$ cat config.mk
export PLATFORM = sky130hd
export DESIGN_NAME = decimal_entry
export DESIGN_NICKNAME = d
export VERILOG_FILES = /design/src/rtl/decimal_entry.sv
export SDC_FILE = /design/constraint.sdc
export NUM_CORES = 1
export LEC_CHECK = 0
export ABC_AREA = 1
export CORE_UTILIZATION = 37
export DETAILED_ROUTE_END_ITERATION = 10
export PLACE_DENSITY = 0.64
export SLEW_MARGIN = 20
export SYNTH_ARGS = -nofsm -noshare
export SYNTH_HDL_FRONTEND = slang
export SYNTH_SLANG_ARGS = --single-unit
export TNS_END_PERCENT = 5
$ cat constraint.sdc
create_clock -name CLOCK_50 -period 2.5 [get_ports CLOCK_50]
set_input_delay 0.75 -clock CLOCK_50 [delete_from_list [all_inputs] [get_ports CLOCK_50]]
set_output_delay 0.75 -clock CLOCK_50 [all_outputs]
set_load 0.05 [all_outputs]
$ cat src/rtl/decimal_entry.sv
// decimal_entry: turns debounced keypad-style decimal keying into a 32-bit
// binary value (acc = acc*10 + digit via a 3-cycle shift-add sequence).
// Ports: CLOCK_50/RST_N (sync, active-low); digit_in[3:0], digit_key,
//   enter_key, clear_key (async inputs); entry_value, digit_count (live
//   entry); value_out/value_valid (commit); busy, overflow, bad_digit.
module decimal_entry #(
  parameter logic [15:0] DEBOUNCE_CYCLES = 16'd50000,
  parameter int unsigned MAX_DIGITS      = 9
) (
  input  logic        CLOCK_50,
  input  logic        RST_N,
  input  logic [3:0]  digit_in,
  input  logic        digit_key,
  input  logic        enter_key,
  input  logic        clear_key,
  output logic [31:0] entry_value,
  output logic [3:0]  digit_count,
  output logic [31:0] value_out,
  output logic        value_valid,
  output logic        busy,
  output logic        overflow,
  output logic        bad_digit
);

  localparam logic [3:0] MAX_CNT = 4'(MAX_DIGITS);

  // key index: 0 = digit, 1 = enter, 2 = clear
  localparam int K_DIG = 0;
  localparam int K_ENT = 1;
  localparam int K_CLR = 2;

  typedef enum logic [1:0] {IDLE, MUL8, ADD2, ADDD} state_t;

  logic [3:0]       dig_s1_q, dig_s1_d, dig_s2_q, dig_s2_d;
  logic [2:0]       key_s1_q, key_s1_d, key_s2_q, key_s2_d;
  logic [2:0]       deb_q, deb_d;
  logic [2:0]       evt_q, evt_d;
  logic [2:0][15:0] cnt_q, cnt_d;
  state_t           state_q, state_d;
  logic [31:0]      acc_q, acc_d;
  logic [31:0]      temp_q, temp_d;
  logic [31:0]      value_q, value_d;
  logic [3:0]       digit_q, digit_d;
  logic [3:0]       count_q, count_d;
  logic             valid_q, valid_d;
  logic             ovf_q, ovf_d;
  logic             bad_q, bad_d;

  always_comb begin
    // input conditioning
    dig_s1_d = digit_in;
    dig_s2_d = dig_s1_q;
    key_s1_d = {clear_key, enter_key, digit_key};
    key_s2_d = key_s1_q;
    deb_d    = deb_q;
    cnt_d    = cnt_q;
    for (int i = 0; i < 3; i++) begin
      if (key_s2_q[i] == deb_q[i]) begin
        cnt_d[i] = '0;
      end else if (cnt_q[i] + 16'd1 == DEBOUNCE_CYCLES) begin
        deb_d[i] = ~deb_q[i];
        cnt_d[i] = '0;
      end else begin
        cnt_d[i] = cnt_q[i] + 16'd1;
      end
    end
    // registered so each press yields exactly one pulse, aligned with the
    // debounced level going high
    evt_d = deb_d & ~deb_q;

    // FSM / datapath defaults
    state_d = state_q;
    acc_d   = acc_q;
    temp_d  = temp_q;
    value_d = value_q;
    digit_d = digit_q;
    count_d = count_q;
    ovf_d   = ovf_q;
    valid_d = 1'b0;
    bad_d   = 1'b0;

    case (state_q)
      IDLE: begin
        if (evt_q[K_CLR]) begin
          acc_d   = '0;
          count_d = '0;
          ovf_d   = 1'b0;
        end else if (evt_q[K_ENT]) begin
          value_d = acc_q;
          valid_d = 1'b1;
          acc_d   = '0;
          count_d = '0;
          ovf_d   = 1'b0;
        end else if (evt_q[K_DIG]) begin
          if (dig_s2_q > 4'd9) begin
            bad_d = 1'b1;
          end else if (count_q == MAX_CNT) begin
            ovf_d = 1'b1;
          end else begin
            digit_d = dig_s2_q;
            state_d = MUL8;
          end
        end
      end
      MUL8: begin
        temp_d  = acc_q << 3;
        state_d = ADD2;
      end
      ADD2: begin
        temp_d  = temp_q + (acc_q << 1);
        state_d = ADDD;
      end
      ADDD: begin
        acc_d   = temp_q + {28'd0, digit_q};
        count_d = count_q + 4'd1;
        state_d = IDLE;
      end
      default: state_d = IDLE;
    endcase
  end

  always_ff @(posedge CLOCK_50) begin
    if (!RST_N) begin
      dig_s1_q <= '0;
      dig_s2_q <= '0;
      key_s1_q <= '0;
      key_s2_q <= '0;
      deb_q    <= '0;
      evt_q    <= '0;
      cnt_q    <= '0;
      state_q  <= IDLE;
      acc_q    <= '0;
      temp_q   <= '0;
      value_q  <= '0;
      digit_q  <= '0;
      count_q  <= '0;
      valid_q  <= 1'b0;
      ovf_q    <= 1'b0;
      bad_q    <= 1'b0;
    end else begin
      dig_s1_q <= dig_s1_d;
      dig_s2_q <= dig_s2_d;
      key_s1_q <= key_s1_d;
      key_s2_q <= key_s2_d;
      deb_q    <= deb_d;
      evt_q    <= evt_d;
      cnt_q    <= cnt_d;
      state_q  <= state_d;
      acc_q    <= acc_d;
      temp_q   <= temp_d;
      value_q  <= value_d;
      digit_q  <= digit_d;
      count_q  <= count_d;
      valid_q  <= valid_d;
      ovf_q    <= ovf_d;
      bad_q    <= bad_d;
    end
  end

  assign entry_value = acc_q;
  assign digit_count = count_q;
  assign value_out   = value_q;
  assign value_valid = valid_q;
  assign busy        = (state_q != IDLE);
  assign overflow    = ovf_q;
  assign bad_digit   = bad_q;

endmodule

Word level (Yosys, flattened, before mapping) --
Index checks and enable logic that the tools add are counted.
Operators by class: $add $sub $neg 6, order comparisons 1, eq/ne operators 17, muxes and demuxes 26, bitwise operators 12, reductions and logical operators 16
Operators by type and width (number):
- $pmux 32 s2 | 2
- $mux 32 | 2
- $add 16x1->16 const B | 3
- $eq 16x16->1 const B | 3
- $add 32x32->32 | 1
- $add 32x4->32 | 1
- $mux 1 | 13
- $reduce_or 3->1 | 4
- $mux 2 | 5
- $ne 2x2->1 const B | 5
- $not 1->1 | 10
- $mux 4 | 2
- $pmux 2 s4 | 1
- $pmux 4 s2 | 1
- $ne 3x3->1 const B | 2
- $reduce_and 6->1 | 1
- $reduce_bool 2->1 | 3
- $reduce_bool 3->1 | 2
- $reduce_and 5->1 | 1
- $reduce_or 5->1 | 1
- $add 4x1->4 const B | 1
- $eq 2x2->1 const B | 2
- $eq 4x4->1 const B | 1
- $gt 4x4->1 const B | 1
- 8 further kinds | 10
Storage, ports and cells: bits in registers 177, bits of input ports 9, output and inout bits 72

Depth between registers and ports, before layout --
Gate-level depths: netlist (run 1).
depth after elaboration 7, depth in mapped cells 14, gate-level depth less buffers 13

Least setup slack after synthesis (run 1) --
No wires, ideal clock.
path type reg-to-reg, start register acc_q[0], in the netlist entry_value[0], end register temp_q[21], library setup time 0.132 ns, arrival time 1.999 ns, required time 2.368 ns, path slack 0.369 ns, stages on the path, launching flop included 13, buffers on the path 0, cells stage by stage dfxtp_1 ha_1 fa_1 nand3_1 nand3_1 nand3_1 nand3_1 nand3_1 nand2_1 nand2_1 nand3_1 nand2_1 a21oi_1
Between the ends: word-level cells in the longest chain between the ends 2
Ends and longest elaborated chain:
- start, declared | RTL line 40 | logic [31:0] acc_q, acc_d;
- start signal, assigned | RTL line 132 | acc_q <= '0;
- start signal, assigned | RTL line 149 | acc_q <= acc_d;
- $add 32x32->32 | RTL line 110 | temp_d = temp_q + (acc_q << 1);
- $pmux 32 s2 | RTL line 82 | case (state_q)
- end signal, assigned | RTL line 150 | temp_q <= temp_d;
- end, declared | RTL line 41 | logic [31:0] temp_q, temp_d;
Every way passes these cells. A chain may end at the register's enable or synchronous reset.

Worst setup path in the final report (run 1) --
start register count_q[3], in the netlist digit_count[3], end output digit_count[3]
RTL lines:
- start, declared | RTL line 44 | logic [3:0] count_q, count_d;
- start signal, assigned | RTL line 153 | count_q <= count_d;
- end, declared | RTL line 17 | output logic [3:0] digit_count,
No word-level cell between the ends.

==> parameters.txt, run 1 <==
Parameter                              Value

Finish
  Most common cell after layout, fill and taps aside    nand2_1
  Most used cells in the layout excluding fill and tap cells    nand2_1 (485), nor2_1 (264), inv_1 (236)
  Final Core Density    45.0%
  Number of nets in the layout    1852
  Number of diodes added for antenna fixing    0
  Area growth, synth to finish    18.8%
  Layout cell share with drive strength beyond 1    6.63%

STA
  Final period utilization    98.2%
  Tightest Pin Transition    783 ps
  Max-slew violation total from the final report    0
  Relative max-transition margin    47.8%
  Max Clk Rate    407 MHz
  Accumulated negative setup slack    0 ps
  Post-route clock skew    8.42 ps
  Unrepaired setup endpoints after global routing    false
  Number of hold-slack violations in the final timing report    0
  Post-route minimum period    2460 ps
  Final setup violation count    0

Global routing
  Antenna violations before repair    0
  Global routing usage summed across all routing layers    22.7%
  First-pass GRT wire length    51.7 mm
  Number of global-route vias before repair    9980
  Pin count of the biggest net entering global routing    64
  Aggregate global routing overflow    0

Yosys
  Total of warnings raised by yosys    0
  Fraction of synthesis flops using an asynchronous set or reset pin    0%
  Register bit count reported by yosys    176
  Number of enable-type register cells in the synthesized netlist    0
  Gate count after technology mapping    1707
  Avg Inst Size Synth    6.22 um2
  Part of the Yosys area used for sequential elements    33.2%
  Synthesized net count    1761
  Netlist Area Pre-Place    10600 um2
  Number of distinct library cells after synthesis    45
  Primary FF master, synth    dfxtp_1

Floorplanning
  Io pins    81
  Total number of placement rows    61
  Starting Density    37.9%
  Die Y-Extent    171 um
  Placeable core area    28000 um2
  Die width    171 um
  Total Die Area    29400 um2

Setup path
  CP Data Arrival Time    1710 ps
  Critical path fanouts, max    4
  Required time at the worst-slack endpoint    1750 ps
  Critical path endpoint category    output port
  Worst-path cell with the longest stage delay    clkdlybuf4s50_1
  Delay of the slowest cell on the worst path    840 ps
  Worst Reg-to-Reg Cells    12
  Category of the most critical setup path    flip-flop to output port
  Dominant delay contributor by cell family on the critical path    buffers and inverters
  Nature of the critical path startpoint    flip-flop
  Worst reg2reg setup slack    190 ps
  Crit path cell chain    clkdlybuf4s50_1
  Startpoint of the lowest-slack register-to-register path    temp_q[1]
  Worst R2R End    temp_q[17]
  Number of buffer and inverter instances along the worst setup path    1

Clocking
  Clock latency reported for the late side of the worst-skew pair    440 ps
  TritonCTS clock tree    yes
  Maximum level of the CTS H-tree    4
  Number of buffers created by CTS    17
  CTS clk-pin slew, worst paths    70 ps
  Number of sinks on the clock net    176
  Root buffer cell    clkbuf_16
  Deepest clock path buffer count    2

Placement
  Hpwl dp    24.6 mm
  Routability congestion estimate from global placement    0.954
  PortBufs    80

Power
  Proportion of total power due to net switching    23.8%
  Leakage power figure    5.76 nW
  Highest ir drop seen on vdd    0.422 mV
  Net Sw Power    1.37 mW
  Internal power summed over all cells    4.39 mW
  Comb power frac    1.4%
  Power per Cell Area    457 nW/um2
  Clock network fraction of total power    49.7%
  Sequential cell fraction of total power    49.0%

Drt
  First-pass detailed-route iteration total    5
  Average wire length per cell after detail routing    14.8 um
  Via-per-instance ratio    4.94
  Number of DRC markers in iteration 0    782
  Total via count in the routed design    10800
  Drc violations    0
  Total routed wirelength    32.3 mm
  Detail Route Antenna Nets    0

Job
  Number of max-cap violations    0

Worst hold path
  Hold path startpoint    dig_s1_q[1]
  Path class of the lowest-slack min-delay path    flip-flop to flip-flop
  Hold Path Cell Cnt    2
  Worst hold path endpoint    dig_s2_q[1]

Status
  Result of the run    completed
## cell type report
cell class	count	area, um2
flip-flops and latches	176	3520
well taps	378	473
multi-input cells	1248	6020
clock inverters	13	171
inverters	241	905
repair buffers	114	1070
fillers	2959	15400
clock buffers	19	443
## cell families after synthesis
family | count (synthesis) | synth area share, %
xor gates and xnor gates | 28 | 2.31
buffers and inverters | 283 | 10.2
and+or+nand+nor | 971 | 38.3
DFF | 176 | 33.2
adders and majority gates | 45 | 5.38
AOI/OAI and AO/OA | 204 | 10.5
## worst max path at each step
stage / to / cells after the start / slack (ps) / start
floorplan: temp_q[21] / 12 / 370 / entry_value[0]
global placement: temp_q[17] / 12 / 250 / temp_q[1]
detailed placement: temp_q[17] / 12 / 210 / temp_q[1]
CTS: entry_value[27] / 1 / 6 / entry_value[27]
global route: temp_q[17] / 12 / 0.9 / temp_q[1]
finish: digit_count[3] / 1 / 40 / digit_count[3]
## routing by layer
layer	share of wire (%)	up-vias	GRT usage (%)	routed length, um
li1	-	5577	-	-
met1	46	4853	29.8	14700
met2	46	330	37.6	14700
met3	6.4	48	3.77	2050
met4	2.5	0	7.53	800
met5	0	-	0	0
## power groups by stage
stage | Sequential [mW] | Clock, mW | Combinational, mW
after global routing | 2.82 | 3.04 | 0.0892
after floorplan | 2.88 | 0 | 0.0488
after detailed placement | 2.88 | 0 | 0.0792
final | 2.82 | 2.86 | 0.0788
after CTS | 2.82 | 2.92 | 0.0794
after global placement | 2.88 | 0 | 0.0791
## synth_stat cells, types with 5 or more instances
cell type | instances | area share (%)
a21oi_1 | 107 | 5.0
and3_1 | 5 | 0.29
clkbuf_1 | 33 | 1.2
dfxtp_1 | 176 | 33
ha_1 | 44 | 5.2
inv_1 | 236 | 8.3
nand2_1 | 485 | 17
nand2_2 | 6 | 0.35
nand3_1 | 113 | 5.3
nand4_1 | 36 | 2.1
nor2_1 | 266 | 9.4
nor2_2 | 19 | 1.1
nor3_1 | 21 | 0.99
o211ai_1 | 7 | 0.50
o21ai_0 | 63 | 3.0
o21bai_1 | 7 | 0.50
xnor2_1 | 10 | 0.83
xor2_1 | 18 | 1.5
## worst min-delay path, cell delays in order, from the launching register on
cell and delay (ps):
dfxtp_1 310, nand2_1 40, inv_1 40
## repair_timing
| item | in CTS | in global routing |
|---|---|---|
| hold buffers | 0 | 0 |
| hold endpoints to repair | 0 | 0 |
| endpoints found under the setup margin | 21 | 10 |
| resized for setup | 21 | 8 |
| buffers inserted | 0 | 0 |
## stage by stage
step	hold WS [ps]	cell area, um2	setup WS [ps]	total power, mW	instances
floorplan	390	10600	369	2.93	1707
global placement	396	12000	248	2.96	2157
detailed placement	399	12000	213	2.96	2157
CTS	415	12600	5.66	5.82	2189
global route	447	12600	0.860	5.95	2189
finish	413	12600	44.1	5.75	2189
## flip-flops by register name, summed over array words and instances (netlist names)
| register | flops |
|---|---|
| key_s2_q | 3 |
| entry_value | 32 |
| temp_q | 31 |
| digit_q | 4 |
| state_q | 2 |
| value_valid | 1 |
| dig_s1_q | 4 |
| deb_q | 3 |
| dig_s2_q | 4 |
| evt_q | 3 |
| cnt_q | 48 |
| bad_digit | 1 |
| value_out | 32 |
| digit_count | 4 |
| overflow | 1 |
| key_s1_q | 3 |
No activity file was read; power rests on OpenSTA's default activity.
==> inputs of run 2 (changes only) <==
--- a/config.mk
+++ b/config.mk
@@ -6,6 +6,7 @@
 export NUM_CORES = 1
 export LEC_CHECK = 0
 export ABC_AREA = 1
+export CORE_ASPECT_RATIO = 0.8
 export CORE_UTILIZATION = 37
 export DETAILED_ROUTE_END_ITERATION = 10
 export PLACE_DENSITY = 0.64
==> parameters.txt, run 2 (synthesis gave the netlist of run 1 again) <==
Parameter                              Value

Finish
  Final Core Density    44.7%
  Most used cells in the layout excluding fill and tap cells    nand2_1 (485), nor2_1 (265), inv_1 (236)
  Number of diodes added for antenna fixing    0
  Layout cell share with drive strength beyond 1    7.24%
  Top register by number of flip-flops    cnt_q
  Most common cell after layout, fill and taps aside    nand2_1
  Area growth, synth to finish    19.0%
  Flip-flop count of the largest register, all copies and words added    48
  Number of nets in the layout    1863

Drt
  Via-per-instance ratio    4.96
  First-pass detailed-route iteration total    6
  Total routed wirelength    33.7 mm
  Number of DRC markers in iteration 0    1044
  Drc violations    0
  Average wire length per cell after detail routing    15.4 um
  Total via count in the routed design    10900
  Detail Route Antenna Nets    0

Floorplanning
  Placeable core area    28200 um2
  Total number of placement rows    55
  Die Y-Extent    153 um
  Die width    191 um
  Total Die Area    29400 um2
  Io pins    81
  Starting Density    37.6%

Clocking
  CTS clk-pin slew, worst paths    70 ps
  Maximum level of the CTS H-tree    4
  Number of buffers created by CTS    17
  Number of sinks on the clock net    176
  TritonCTS clock tree    yes
  Count of hold buffers inserted by post-cts repair    0
  Clock latency reported for the late side of the worst-skew pair    440 ps
  Root buffer cell    clkbuf_16
  Deepest clock path buffer count    2

Setup path
  Startpoint of the lowest-slack register-to-register path    entry_value[0]
  Critical path destination    entry_value[7]
  Critical path fanouts, max    5
  Worst Setup SP    entry_value[7]
  Number of buffer and inverter instances along the worst setup path    1
  Crit path cell chain    clkdlybuf4s50_1
  Delay of the slowest cell on the worst path    830 ps
  Worst reg2reg setup slack    160 ps
  WP depth    1
  Dominant delay contributor by cell family on the critical path    buffers and inverters
  Category of the most critical setup path    flip-flop to output port
  Critical path endpoint category    output port
  CP Data Arrival Time    1680 ps
  Worst-path cell with the longest stage delay    clkdlybuf4s50_1
  Required time at the worst-slack endpoint    1750 ps
  Worst R2R End    temp_q[17]
  Nature of the critical path startpoint    flip-flop
  Worst Reg-to-Reg Cells    12

STA
  Accumulated negative setup slack    0 ps
  Final period utilization    97.0%
  Tightest Pin Transition    763 ps
  Post-route clock skew    12.1 ps
  Max-slew violation total from the final report    0
  Relative max-transition margin    49.2%
  Max Clk Rate    412 MHz
  Final setup violation count    0
  Post-route minimum period    2430 ps
  Number of hold-slack violations in the final timing report    0
  Unrepaired setup endpoints after global routing    false

Power
  Internal power summed over all cells    4.19 mW
  Net Sw Power    1.37 mW
  Leakage power figure    5.79 nW
  Proportion of total power due to net switching    24.7%
  Sequential cell fraction of total power    50.7%
  Comb power frac    1.4%
  Power per Cell Area    441 nW/um2
  Clock network fraction of total power    47.9%
  Highest ir drop seen on vdd    0.452 mV

Global routing
  Layer carrying the most global-route usage    met1
  GR Layer Usage met3    4.11%
  Pin count of the biggest net entering global routing    64
  Number of global-route vias before repair    9981
  Aggregate global routing overflow    0
  Met2 track demand over resource    33.9%
  First-pass GRT wire length    53.7 mm
  Met1 layer usage reported by global route    35.5%
  Antenna violations before repair    1
  Global routing usage summed across all routing layers    23.4%

Worst hold path
  Path class of the lowest-slack min-delay path    flip-flop to flip-flop
  Hold Path Cell Cnt    2

Placement
  PortBufs    80
  Routability congestion estimate from global placement    0.973
  Hpwl dp    25.9 mm

Job
  Number of max-cap violations    0

Status
  Result of the run    completed
[run 2: cell count changes in the layout (fill, tap and decap cells not counted), moves of 2 or more]
cell / before / now
buf_4: 34 / 47
clkinv_4: 1 / 3
bufinv_16: 2 / 0
clkinvlp_4: 1 / 3
inv_8: 5 / 3
[run 2: per-stage QoR]
step | setup slack, ps | total power [mW] | cell area (um2) | std cells | hold WS, ps
2_1_floorplan | 369 | 2.93 | 10600 | 1707 | 390
3_3_place_gp | 248 | 2.97 | 12000 | 2160 | 402
3_5_place_dp | 221 | 2.97 | 12000 | 2160 | 402
4_1_cts | 3.55 | 5.64 | 12600 | 2192 | 419
5_1_grt | 21.2 | 5.74 | 12600 | 2192 | 440
6_report | 74.7 | 5.56 | 12600 | 2192 | 417
[run 2: final cells by class]
| cell class | count | area [um2] |
|---|---|---|
| fillers | 3035 | 15600 |
| clock inverters | 14 | 141 |
| multi-input cells | 1248 | 6010 |
| repair buffers | 125 | 1140 |
| inverters | 241 | 905 |
| flip-flops and latches | 176 | 3520 |
| clock buffers | 18 | 439 |
| well taps | 370 | 463 |
[run 2: power by group through the flow]
stage	Combinational (mW)	Clock [mW]	Sequential (mW)
after floorplan	0.0488	0	2.88
after global placement	0.0800	0	2.89
after detailed placement	0.0806	0	2.89
after CTS	0.0805	2.74	2.82
after global routing	0.0874	2.83	2.82
final	0.0785	2.66	2.82
[run 2: worst min path at each step]
stage	to	from	slack, ps
after global routing	dig_s2_q[2]	dig_s1_q[2]	440
after floorplan	dig_s2_q[0]	dig_s1_q[0]	390
after detailed placement	dig_s2_q[3]	dig_s1_q[3]	400
final	dig_s2_q[1]	dig_s1_q[1]	420
after CTS	dig_s2_q[3]	dig_s1_q[3]	420
after global placement	dig_s2_q[3]	dig_s1_q[3]	400
[run 2: worst register-to-register path, cell delays in order, from the launching register on]
cell	delay (ps)
dfxtp_1	360
ha_1	310
fa_1	500
nand3_1	130
nand3_1	150
nand2_1	90
nand2_1	130
nand2_1	90
nand2_1	90
xnor2_1	150
nand2_1	60
nand2_1	60
a21oi_1	60
[run 2: metal layers]
metal  wire (um)  share of wire [%]
met3        2160                6.4
met4         341                1.0
met5           0                  0
met1       17400                 52
met2       13800                 41
[run 2: what timing repair did]
action,CTS,global route
gates resized for setup,21,7
setup buffers,0,0
endpoints found under the setup margin,21,7
